[config.mk]
export PLATFORM = sky130hd
export DESIGN_NAME = mse_seq_ctrl
export DESIGN_NICKNAME = d
export VERILOG_FILES = /design/src/rtl/mse_seq_ctrl.sv
export SDC_FILE = /design/constraint.sdc
export NUM_CORES = 1
export LEC_CHECK = 0
export BUFFER_PORTS_ARGS = -buffer_cell sky130_fd_sc_hd__buf_2
export CAP_MARGIN = 20
export CORE_ASPECT_RATIO = 1.5
export CORE_MARGIN = 10
export CORE_UTILIZATION = 50
export CTS_CLUSTER_SIZE = 20
export DETAILED_ROUTE_END_ITERATION = 7
export GPL_TIMING_DRIVEN = 0
export PLACE_DENSITY = 0.77
export SLEW_MARGIN = 20
export SYNTH_ARGS = -nofsm -noshare
export SYNTH_HDL_FRONTEND = slang
export SYNTH_SLANG_ARGS = --single-unit
[constraint.sdc]
create_clock -name clk -period 18.3 [get_ports clk]
set_input_delay 0 -clock clk [delete_from_list [all_inputs] [get_ports clk]]
set_output_delay 0 -clock clk [all_outputs]
set_load 0.005 [all_outputs]
[src/rtl/mse_seq_ctrl.sv]
// Sequencing controller for a 4-lane MSE datapath: feeds word pairs, tracks latency, accumulates a pixel total.
// Optional build macro MSE_SEQ_CTRL_SAT_EN: saturating accumulator with overflow reported on err.
module mse_seq_ctrl #(
  parameter int DATA_WIDTH     = 16,
  parameter int WORD_WIDTH     = DATA_WIDTH * 4,
  parameter int DATA_WIDTH_SUM = 32,
  parameter int ACC_WIDTH      = 48,
  parameter int CNT_WIDTH      = 8,
  parameter int DP_LATENCY     = 2
) (
  input  logic                      clk,
  input  logic                      rst,
  input  logic                      start,
  input  logic [CNT_WIDTH-1:0]      num_words,
  input  logic                      in_valid,
  output logic                      in_ready,
  input  logic [WORD_WIDTH-1:0]     in_vctr_1,
  input  logic [WORD_WIDTH-1:0]     in_vctr_2,
  output logic [WORD_WIDTH-1:0]     dp_vctr_1,
  output logic [WORD_WIDTH-1:0]     dp_vctr_2,
  input  logic [DATA_WIDTH_SUM-1:0] dp_sum,
  output logic [ACC_WIDTH-1:0]      acc_out,
  output logic                      acc_valid,
  output logic                      busy,
  output logic                      err
);

  typedef enum logic [1:0] {
    S_IDLE  = 2'd0,
    S_RUN   = 2'd1,
    S_DRAIN = 2'd2,
    S_DONE  = 2'd3
  } state_t;

  localparam logic [CNT_WIDTH-1:0] CNT_ONE = CNT_WIDTH'(1);

  state_t                r_state;
  logic [CNT_WIDTH-1:0]  r_num;
  logic [CNT_WIDTH-1:0]  r_cnt;
  // Stage 0 is aligned with dp_vctr_*; stage DP_LATENCY is aligned with dp_sum.
  logic [DP_LATENCY:0]   r_tok;
  logic [DP_LATENCY:0]   r_last;
  logic [ACC_WIDTH-1:0]  r_acc;
  logic [ACC_WIDTH-1:0]  r_acc_out;
  logic [WORD_WIDTH-1:0] r_v1;
  logic [WORD_WIDTH-1:0] r_v2;
  logic                  r_in_ready;
  logic                  r_acc_valid;
  logic                  r_busy;
  logic                  r_err;

  logic                  w_xfer;
  logic                  w_is_last;
  logic                  w_tok_out;
  logic                  w_last_out;
  logic [ACC_WIDTH-1:0]  w_acc_next;
  logic                  w_ovf_err;

  assign w_xfer     = in_valid & r_in_ready;
  assign w_is_last  = (r_cnt == (r_num - CNT_ONE));
  assign w_tok_out  = r_tok[DP_LATENCY];
  assign w_last_out = r_tok[DP_LATENCY] & r_last[DP_LATENCY];

`ifdef MSE_SEQ_CTRL_SAT_EN
  logic [ACC_WIDTH:0] w_sum_ext;
  assign w_sum_ext  = {1'b0, r_acc} + {{(ACC_WIDTH + 1 - DATA_WIDTH_SUM){1'b0}}, dp_sum};
  assign w_ovf_err  = w_sum_ext[ACC_WIDTH];
  assign w_acc_next = w_sum_ext[ACC_WIDTH] ? {ACC_WIDTH{1'b1}} : w_sum_ext[ACC_WIDTH-1:0];
`else
  assign w_acc_next = r_acc + {{(ACC_WIDTH - DATA_WIDTH_SUM){1'b0}}, dp_sum};
  assign w_ovf_err  = 1'b0;
`endif

  // Control FSM, token pipeline, accumulator and all registered outputs.
  always_ff @(posedge clk or posedge rst) begin
    if (rst) begin
      r_state     <= S_IDLE;
      r_num       <= '0;
      r_cnt       <= '0;
      r_tok       <= '0;
      r_last      <= '0;
      r_acc       <= '0;
      r_acc_out   <= '0;
      r_v1        <= '0;
      r_v2        <= '0;
      r_in_ready  <= 1'b0;
      r_acc_valid <= 1'b0;
      r_busy      <= 1'b0;
      r_err       <= 1'b0;
    end else begin
      r_acc_valid <= 1'b0;
      r_tok       <= {r_tok[DP_LATENCY-1:0], w_xfer};
      r_last      <= {r_last[DP_LATENCY-1:0], w_xfer & w_is_last};

      if (w_xfer) begin
        r_v1  <= in_vctr_1;
        r_v2  <= in_vctr_2;
        r_cnt <= r_cnt + CNT_ONE;
      end

      if (w_tok_out) begin
        r_acc <= w_acc_next;
        if (w_ovf_err) begin
          r_err <= 1'b1;
        end
      end

      case (r_state)
        S_IDLE: begin
          if (start) begin
            if (num_words != '0) begin
              r_state    <= S_RUN;
              r_num      <= num_words;
              r_cnt      <= '0;
              r_acc      <= '0;
              r_in_ready <= 1'b1;
              r_busy     <= 1'b1;
            end else begin
              r_err <= 1'b1;
            end
          end
        end
        S_RUN: begin
          if (start) begin
            r_err <= 1'b1;
          end
          if (w_xfer && w_is_last) begin
            r_state    <= S_DRAIN;
            r_in_ready <= 1'b0;
          end
        end
        S_DRAIN: begin
          if (start) begin
            r_err <= 1'b1;
          end
          if (w_last_out) begin
            r_state     <= S_DONE;
            r_acc_out   <= w_acc_next;
            r_acc_valid <= 1'b1;
          end
        end
        S_DONE: begin
          if (start) begin
            r_err <= 1'b1;
          end
          r_state <= S_IDLE;
          r_busy  <= 1'b0;
        end
        default: begin
          r_state    <= S_IDLE;
          r_in_ready <= 1'b0;
          r_busy     <= 1'b0;
        end
      endcase
    end
  end

  assign in_ready  = r_in_ready;
  assign dp_vctr_1 = r_v1;
  assign dp_vctr_2 = r_v2;
  assign acc_out   = r_acc_out;
  assign acc_valid = r_acc_valid;
  assign busy      = r_busy;
  assign err       = r_err;

endmodule

# Word level (Yosys, flattened, before mapping)
# Index checks and enable logic that the tools add are counted.
[totals] register_bits=252 input_bits=172 output_inout_bits=180 word_cells=65
[op_classes] n_addsub=3 n_eq_ne=10 mux=24 n_bitwise=3 n_reduce_logical=12
[ops] operator="$mux 48" n=4
[ops] operator="$add 48x32->48" n=1
[ops] operator="$mux 8" n=4
[ops] operator="$ne 2x2->1 const B" n=5
[ops] operator="$reduce_and 3->1" n=3
[ops] operator="$add 8x1->8 const B" n=1
[ops] operator="$eq 8x8->1" n=1
[ops] operator="$mux 1" n=8
[ops] operator="$mux 2" n=4
[ops] operator="$pmux 2 s4" n=1
[ops] operator="$reduce_and 4->1" n=2
[ops] operator="$reduce_bool 8->1" n=1
[ops] operator="$sub 8x1->8 const B" n=1
[ops] operator="$pmux 1 s2" n=3
[ops] operator="$eq 2x2->1 const B" n=2
[ops] operator="$reduce_bool 2->1" n=2
[ops] operator="$and 1x1->1" n=3
[ops] operator="$reduce_or 3->1" n=1
[ops] operator="$eq 2x1->1 const B" n=1
[ops] operator="$logic_not 2->1" n=1
[ops] operator="$ne 2x1->1 const B" n=1
[ops] operator="$reduce_and 2->1" n=1
[ops] operator="$logic_and 1x1->1" n=1

# Logic depth before layout (Yosys ltp)
# Gate-level depths: netlist of run 1.
[depth] ltp_word=5 depth_mapped=12 depth_no_buf=11

# Worst setup path after synthesis of run 1
# No wires, ideal clock.
[synth_timing] path_type="register -> register" startpoint="register r_acc[13]" endpoint="register r_acc[35]" setup_time_ps=66 arrival_time_ps=2797 required_ps=18234 slack_ps=15437 stages_incl_launch_ff=12 synth_period_minus_slack_ps=2863 path_cell_list="dfrtp_1 > ha_1 > buf_2 > nand4_1 > or2_1 > or3_1 > o21ai_1 > a21oi_1 > o31a_1 > buf_2 > or4_1 > nand2_1"
[synth_via] elab_chain_cells=5
[synth_rtl] item="from (decl)" line="43" source="logic [ACC_WIDTH-1:0] r_acc;"
[synth_rtl] item="from (signal assigned)" line="102" source="r_acc <= w_acc_next;"
[synth_rtl] item="$add 48x32->48 (*)" line="70" source="assign w_acc_next = r_acc + {{(ACC_WIDTH - DATA_WIDTH_SUM){1'b0}}, dp_sum};"
[synth_rtl] item="$mux 48 (*)" line="101" source="if (w_tok_out) begin"
[synth_rtl] item="$mux 48" line="111" source="if (num_words != '0) begin"
[synth_rtl] item="$mux 48" line="110" source="if (start) begin"
[synth_rtl] item="$mux 48 (*)" line="108" source="case (r_state)"
# Mark *: on every way between the ends. The rest lies on a longest branch, timed or not.
# A chain may end at the register's enable or synchronous reset.

# Final worst setup path of run 1
[layout_timing] startpoint="register r_acc[0]" endpoint="register r_acc[46]"
# Same word-level chain as after synthesis.

==> results, run 1 <==
- The internal power is 1.273 mW.
- The depth of the CTS H-tree is 1.
- In this run the critical register-to-register path is captured at r_acc[46].
- The worst ir drop on vdd is 0.07859 mV.
- The first global-routing pass estimated 69.48 mm of wire.
- The startpoint identified for the worst register-to-register timing path is r_acc[0].
- The total wirelength of the detailed-routed design is 43.96 mm.
- The total leakage power is 8.492 nW.
- The number of clock buffers inserted by TritonCTS is 25.
- The most area-hungry cell type in the Yosys netlist is dfrtp_1.
- The worst setup path is launched from a flop.
- Counting every instance in the synthesized netlist gives 1372.
- The detailed router finished its first iteration with 741 violations.
- From synthesis to final layout, the design area changed by 36.49%.
- The final design area excluding fillers is 16450 µm².
- The part of the total power dissipated in sequential elements is 0.369.
- For this run, the register share of the synthesized area comes to 0.5231.
- For the worst flop-to-flop path, the logic depth is 12.
- Once detail routing completed, the nets flagged for antenna violations numbered 0.
- The slowest stage of the critical path is the a211o_1 cell.
- The summed instance area of the synthesized netlist is 12050 µm².
- The initial utilization of the core area, before any placement, comes to 0.5077.
- Data on the critical path arrives at its endpoint at 3.89 ns.
- Yosys instantiated no cell more often than nand2_1.
- The number of enable-type register cells in the synthesized netlist is 0.
- The share of synthesized registers carrying an async set or reset is 1.000.
- In the final layout, the share of cells above drive strength 1 is 0.2139.
- The final max-slew violation count came to 0.
- The power density of the placed cells is 124.9 nW/µm².
- The accumulated negative setup slack is 0 ns.
- The combinational share of power is 0.393.
- Dividing the detail-routed via count by the number of cells gives 5.406.
- The count of warnings emitted by yosys is 0.
- In the routed design, unresolved DRC markers number 0.
- The endpoint of the most critical setup path is r_acc[46].
- The total power of the final layout is approximately 2 mW.
- The net count reported at finish is 2104.
- Ranked by total cell area, the synthesized netlist is headed by dfrtp_1 52%, nand2_1 16%, ha_1 3.9%.
- The congestion estimate from routability-driven global placement came to 0.9034.
- The number of register bits inferred by synthesis is around 250.
- Counting buffers and inverters, the worst setup path is 12 cells deep.
- Headroom to the max-slew limit came out at 0.5206.
- The mean area per synthesized cell is 8.786 µm².
- Across all layers, the routed design uses approximately 12000 vias.
- The setup check on the worst reg-to-reg path leaves a slack of 14.82 ns.
- The flow ran to the end, and the final reports show no timing, DRC or antenna violations.
- The core region is 23740 µm².
- The class of the tightest hold or removal check is in2reg.
- Clock-pin slew was measured on the worst setup and hold paths at 0.06 ns.
- By count the netlist is led by 519 x nand2_1, 252 x dfrtp_1, 82 x o21ai_0.
- The part of the total power dissipated in the clock network is 0.238.
- Of all nets on the critical path, the largest fanout is 8.
- The startpoint of the most critical setup path is r_acc[0].
- Of the total power, the share spent switching nets is 0.3804.
- The share of the cycle needed by the critical path after routing is 0.1903.
- The count of fill cells added during filler insertion is 1708.
- In this run, placement finished with an instance count of about 2000.
- The detail-routed net length per standard cell is 19.72 µm.
- The critical path goes through ha_1 > fa_1 > a211oi_1 > o21ai_0 > a21oi_1 > o211ai_1 > a211o_1 > and2_1 > clkbuf_1 > nand3_1 > xor2_1 > nor2_1.
- The fraction of post-synthesis cell area in the top cell type by area is 0.5231.
- The placed wire-length estimate after detailed placement is 30.49 mm.
- The type of the worst setup path is reg2reg.
- The number of clock sinks is about 250.
- Summing all placed instances gives a cell area of 14300 µm².
- Counting both buffers and inverters, the worst setup path holds a total of 1.
- The actual transition at the worst max-transition pin is about 0.70 ns.
- The count of buffers inserted at the top-level ports is 351.
- The overall global routing resource usage is 0.2771.
- The number of violations of the max-capacitance limit is 0.
- The number of antenna violations at the first check in global routing came to 3.
- For the worst setup path, the data required time is 18.70 ns.
- Setup repair after global routing left no endpoint under its margin.
- The remaining global-route overflow is 0.
- The area enclosed by the die boundary is 30850 µm².
- The synthesized netlist net count is between 1500 and 2000.
- For this run, the detailed router's first-pass iteration total came to 5.
- The final number of hold-violating endpoints is 0.
- STA classifies the critical path endpoint as a flop.
- The worst setup slack after layout is 14.82 ns.
- The root buffer cell chosen for the clock tree is clkbuf_16.
- The maximum clock path buffer count is 3.
- Among all flip-flop cells after synthesis, the most frequent one is dfrtp_1.
- The number of library cell types mapped by synthesis is 61.
- For this run, the share of the core covered by cells in the final layout is 0.6930.
- The site row count is 69.
- The number of standard cells in the final layout excluding fillers is 2229.
- During I/O placement, the number of pins put on the boundary was 352.
- Among cell families on the critical path, the largest total delay comes from compound AO/OA/AOI/OAI gates.
- Setup violations remaining at the end of the flow were counted as 0.
- The pre-CTS worst setup slack is 14.85 ns.
- The largest single stage delay on the critical path is 0.47 ns.
- From bottom edge to top edge, the die measures 210.2 µm.
- The maximum clock frequency is 287.1 MHz.
- The switching power is 781.6 µW.
- The clock period minus worst slack is 3.483 ns.
- The tightest hold margin is 0.04478 ns.
- Across the routed clock network, the largest skew measured is 0.01588 ns.
- The largest net degree at the start of global routing is 75.
- The TritonCTS clock tree is yes.
- The clock reaches the later pin of the worst-skew pair after about 0.53 ns.
- The via count of the first global-routing pass was 12908.
- The die extent in x is 146.8 µm.
## what timing repair did
action                                 4_1_cts  5_1_grt
setup buffers                                0        0
endpoints found under the hold margin      255        0
resized for setup                            0        0
hold buffers                               140        0
## cell families after synthesis
kind of cell | share of synthesized area
buffers and inverters | 0.02917
AOI/OAI and AO/OA | 0.1019
xor gates and xnor gates | 0.05086
DFF | 0.5231
muxes | 0.01007
and+or+nand+nor | 0.2437
adders and majority gates | 0.04110
## flip-flops by register name, summed over array words and instances, names as in the netlist
signal,count
dp_vctr_1,64
dp_vctr_2,64
r_state,2
acc_valid,1
r_num,8
in_ready,1
r_cnt,8
acc_out,48
r_acc,48
r_tok,3
err,1
busy,1
r_last,3
## how the worst min path moves through the flow
stage                       start  slack (ns)             to  cells past startpoint
floorplan            in_vctr_1[0]        0.11   dp_vctr_1[0]                      2
global placement    in_vctr_2[13]        0.19  dp_vctr_2[13]                      3
detailed placement            rst        0.03  dp_vctr_1[46]                      2
CTS                    dp_sum[20]        0.03      r_acc[21]                      5
global route                  rst        0.06  dp_vctr_1[46]                      3
finish                   in_valid        0.04       r_cnt[2]                      6
## layer usage
layer  share of wire  track usage  routed length, µm  vias to the layer above
met5         0.00016            0                  7                        -
met3           0.088      0.08126               3877                      178
met2            0.51       0.4968              22370                      635
met1            0.34       0.2830              14970                     5691
li1                -            -                  -                     5544
met4           0.062       0.1526               2731                        2
## worst reg2reg max path, cell delays in order (launching register included)
cell      delay (ns)
dfrtp_1         0.38
ha_1            0.21
fa_1            0.42
a211oi_1        0.27
o21ai_0         0.19
a21oi_1         0.32
o211ai_1        0.29
a211o_1         0.47
and2_1          0.22
clkbuf_1        0.20
nand3_1         0.16
xor2_1          0.19
nor2_1          0.06
## power groups by stage
| stage | logic (mW) | registers (mW) | clock network, mW |
|---|---|---|---|
| 6_report | 0.807 | 0.759 | 0.489 |
| 5_1_grt | 0.898 | 0.770 | 0.518 |
| 4_1_cts | 0.795 | 0.752 | 0.495 |
| 3_5_place_dp | 0.769 | 0.759 | 0 |
| 3_3_place_gp | 0.749 | 0.756 | 0 |
| 2_1_floorplan | 0.506 | 0.753 | 0 |
## layout make-up
type	instances	area [µm²]	share of cell area
diodes	3	7.507	0.0004563
plain buffers	73	287.8	0.01749
clock buffers	38	724.4	0.04403
clock inverters	3	18.77	0.001141
inverters	17	71.32	0.004335
multi-input cells	1030	5396	0.3280
flip-flops and latches	252	6306	0.3833
well taps	319	399.1	0.02426
repair buffers	494	3241	0.1970
## placed cells by master, fill, tap and decap left out, drive strengths merged, types with 3 or more instances in the layout
cell type      n
nand2        519
buf          364
dfrtp        252
dlygate4sd3  140
clkbuf       101
o21ai         83
nor2          68
xor2          49
a21oi         42
ha            38
nand3         37
xnor2         21
and2          20
inv           17
a21o          16
nand4         12
o21a          11
and3          11
nor2b          9
o211ai         9
nor3           9
or3            8
a31oi          6
mux2           6
a211oi         5
o21bai         5
o31ai          5
mux2i          5
and4           4
diode          3
nor4           3
or4            3
clkinv         3
Note: power is estimated with default switching activity, not from simulation.
==> inputs of run 2 (changes only) <==
- clock period: 18.3 -> 3.4 ns (I/O delays scaled with it)
==> run 2 against run 1 <==
  * Worst setup slack lost 15 ns
  * Worst hold slack worse by 0.031 ns
  * Die area did not move
  * Sequential cell count unchanged
  * Non-clock buffer count rose by 7
  * Critical path depth unchanged
  * Total power grew to 5.7 times the previous value
  * Clock-buffer cell count grew 3
  * Clock power rose to 6.5 times the previous value
  * Largest power group unchanged
==> results, run 2 (synthesis gave the netlist of run 1 again) <==
- The count of buffers inserted at the top-level ports is 351 (unchanged).
- The length of the first detailed-routing pass in iterations is 6 (+1).
- The signal on the critical path passes through ha_1 > fa_1 > a211oi_2 > o21ai_1 > a21oi_2 > o211ai_1 > a211o_2 > buf_4 > and2_1 > nand3_1 > xor2_1 > o21ai_0.
- The power density of the placed cells is 697.0 nW/µm² (+460%).
- The worst clock skew is 0.01351 ns (-0.002369 ns).
- The clock period minus worst slack is 3.243 ns (-0.2407 ns).
- Setup repair after global routing left no endpoint under its margin.
- The slowest stage of the critical path belongs to the cell a211o_2.
- The total wirelength of the detailed-routed design is 45.61 mm (+3.8%).
- The routing usage on met1 is 0.2883 (+0.005331).
- The via count of the first global-routing pass is 13192 (+2.2%).
- The placed wire-length estimate after detailed placement is 30.75 mm (+0.87%).
- The number of violations of the max-capacitance limit is 0 (unchanged).
- The nature of the critical path startpoint is a flop.
- The die extent in x was 146.8 µm (unchanged).
- The max-slew headroom at the worst pin came to 0.4878 (-0.03275).
- In the layout the commonest cells are 519 x nand2_1, 356 x buf_2, 252 x dfrtp_1, 140 x dlygate4sd3_1, 81 x o21ai_0.
- The final design area excluding fillers is 16770 µm² (+2.0%).
- The depth of the CTS H-tree is 1 (unchanged).
- The met3 layer usage reported by global route was 0.07740 (-0.003859).
- The switching power share of the total is 0.3705 (-0.009885).
- STA classifies the critical path endpoint as a flop.
- The area overhead of the layout relative to synthesis is 39.16%.
- The setup path with the least slack is of type reg2reg.
- The worst endpoint required time was 3.77 ns (-14.93 ns).
- The most frequent standard cell in the layout excluding fill and tap cells is nand2_1.
- The first-pass GRT wire length is 71.17 mm (+2.4%).
- The overall via count from detail_route is 12231 (+1.5%).
- The switching power was 4.332 mW (+450%).
- The global routing's busiest layer is met2.
- The detail-routed net length per standard cell is 20.36 µm (+3.3%).
- The number of clock buffers inserted by TritonCTS is 26 (+4.0%).
- The area enclosed by the die boundary is 30850 µm² (unchanged).
- The I/O pin total is 352 (unchanged).
- The clock latency on the worst-skew pair is 0.54 ns (about the same).
- The total of endpoints with negative setup slack in the final report was 0 (unchanged).
- The maximum clock path buffer count is 3 (unchanged).
- The actual transition at the worst max-transition pin is 0.7489 ns (+0.04788 ns).
- In this run the worst hold path is classified as in2async.
- The buffer and inverter count on the worst path is 1 (unchanged).
- The pre-CTS worst setup slack is -0.1111 ns (-14.96 ns).
- The total power of the final layout is 11.69 mW (+470%).
- The number of clock sinks came to 252 (unchanged).
- The post-place instance area is 14370 µm² (+0.52%).
- The final RePlAce weighted congestion is 0.9252 (+2.4%).
- The violation count after the first detailed-route iteration is 848 (+14%).
- The clock transition at the registers of the reported paths is 0.06 ns (about the same).
- The part of the total power dissipated in sequential elements is 0.350 (-0.019).
- The maximum cell stage delay along the critical path is 0.47 ns (about the same).
- The remaining global-route overflow is 0 (unchanged).
- The detailed-route DRC error count is 0 (unchanged).
- The library cell used as clock root buffer is clkbuf_16.
- The worst setup slack after layout is 0.1574 ns (-14.66 ns).
- The core area came to 23740 µm² (unchanged).
- The chip height is 210.2 µm (unchanged).
- The internal power is 7.359 mW (+480%).
- The met2 routing resource usage after global routing is 0.5186 (+0.02176).
- The post-detailed-route via-to-cell ratio was 5.460 (+1.0%).
- The total leakage power is 8.647 nW (+1.8%).
- The arrival time reported for the critical path endpoint is 3.61 ns (-0.28 ns).
- The maximum fanout along the worst path is 5 (-3).
- The net count reported at finish is 2112 (+0.38%).
- The site row count is 69 (unchanged).
- The overall global routing resource usage was 0.2870 (+0.009872).
- The combinational share of power is 0.380 (-0.013).
- TritonCTS built the clock tree.
- The share of the cycle needed by the critical path after routing is 0.9537 (+0.7634).
- The largest net degree at the start of global routing is 36 (-52%).
- The starting density of the core is 0.5077 (unchanged).
- The number of antenna violations at the first check in global routing was 1 (-2).
- The run finished with clean final reports.
- The maximum clock frequency is 308.4 MHz (+7.4%).
- The number of routed nets with antenna violations is 0 (unchanged).
- The final max-slew violation count was 0 (unchanged).
- The fraction of final layout cells sized beyond drive strength 1 is 0.2255 (+0.01157).
- The count of fill cells added during filler insertion is 1706 (-0.12%).
- Broken down by cell family, the worst path's largest delay share belongs to compound AO/OA/AOI/OAI gates.
- The worst ir drop on vdd is 0.5406 mV (+590%).
- The part of the total power dissipated in the clock network is 0.270 (+0.032).
- The final number of hold-violating endpoints is 0 (unchanged).
-- run 2: changes by cell type in the layout (fill, tap and decap cells not counted), moves of 2 or more --
cell and delta:
buf_12 +8, clkbuf_8 +7, clkbuf_1 -6, a21oi_1 -3, a21oi_2 +3, buf_16 -3
bufinv_16 +3, buf_4 +2, clkbuf_16 +2, diode_2 -2
-- run 2: final timing paths --
path / start / end / slack (ns) / cells after the start
min reg2reg: r_last[1] / r_last[2] / 0.35 / 0
min in group clk: dp_sum[15] / acc_out[15] / 0.06 / 4
max in group asynchronous: rst / dp_vctr_2[12] / 2.16 / 7
min: rst / acc_out[6] / 0.01 / 3
max: r_acc[0] / acc_out[42] / 0.16 / 12
max reg2reg: r_acc[0] / acc_out[42] / 0.16 / 12
-- run 2: power by group through the flow --
stage,sequential [mW],clock (mW),combinational [mW]
2_1_floorplan,4.05,0,2.73
3_3_place_gp,4.06,0,4.02
5_1_grt,4.15,3.31,4.91
4_1_cts,4.05,3.18,4.31
6_report,4.09,3.16,4.44
3_5_place_dp,4.08,0,4.14
-- run 2: layer usage --
layer | up-vias | share of wire
li1 | 5572 | -
met1 | 5779 | 0.33
met2 | 690 | 0.51
met3 | 190 | 0.090
met4 | 0 | 0.065
met5 | - | 0
-- run 2: timing repair --
item                       CTS  global route
pin swaps                    1             3
hold buffers               140             0
buffers inserted             0             2
setup endpoints to repair    8            14
hold endpoints to repair   236             0
resized for setup            3             5
cloned                       0             0
-- run 2: area by class of cell --
cell class	instances	area (µm²)	area share
Timing Repair Buffer	501	3333	0.1987
Clock inverter	6	105.1	0.006265
Multi-Input combinational cell	1030	5425	0.3234
Sequential cell	252	6306	0.3759
Buffer	73	287.8	0.01716
Antenna cell	1	2.502	0.0001492
Inverter	17	67.56	0.004028
Clock buffer	41	848.3	0.05057
Tap cell	319	399.1	0.02379
-- run 2: through the flow --
step | setup TNS [ns] | std cells | utilization | hold slack, ns
2_1_floorplan | 0 | 1372 | - | 0.1054
4_1_cts | -0.006564 | 2237 | 0.7050 | 0.007531
5_1_grt | 0 | 2240 | 0.7066 | 0.03624
3_5_place_dp | -0.5706 | 2050 | 0.6054 | 0.02917
6_report | 0 | 2240 | 0.7066 | 0.01347
3_3_place_gp | -338.15 | 2042 | 0.5987 | 0.1896
-- run 2: worst register-to-register path: stages, from the launching register on --
cell	delay, ns
dfrtp_1	0.38
ha_1	0.21
fa_1	0.44
a211oi_2	0.24
o21ai_1	0.15
a21oi_2	0.18
o211ai_1	0.29
a211o_2	0.48
buf_4	0.17
and2_1	0.17
nand3_1	0.11
xor2_1	0.14
o21ai_0	0.12
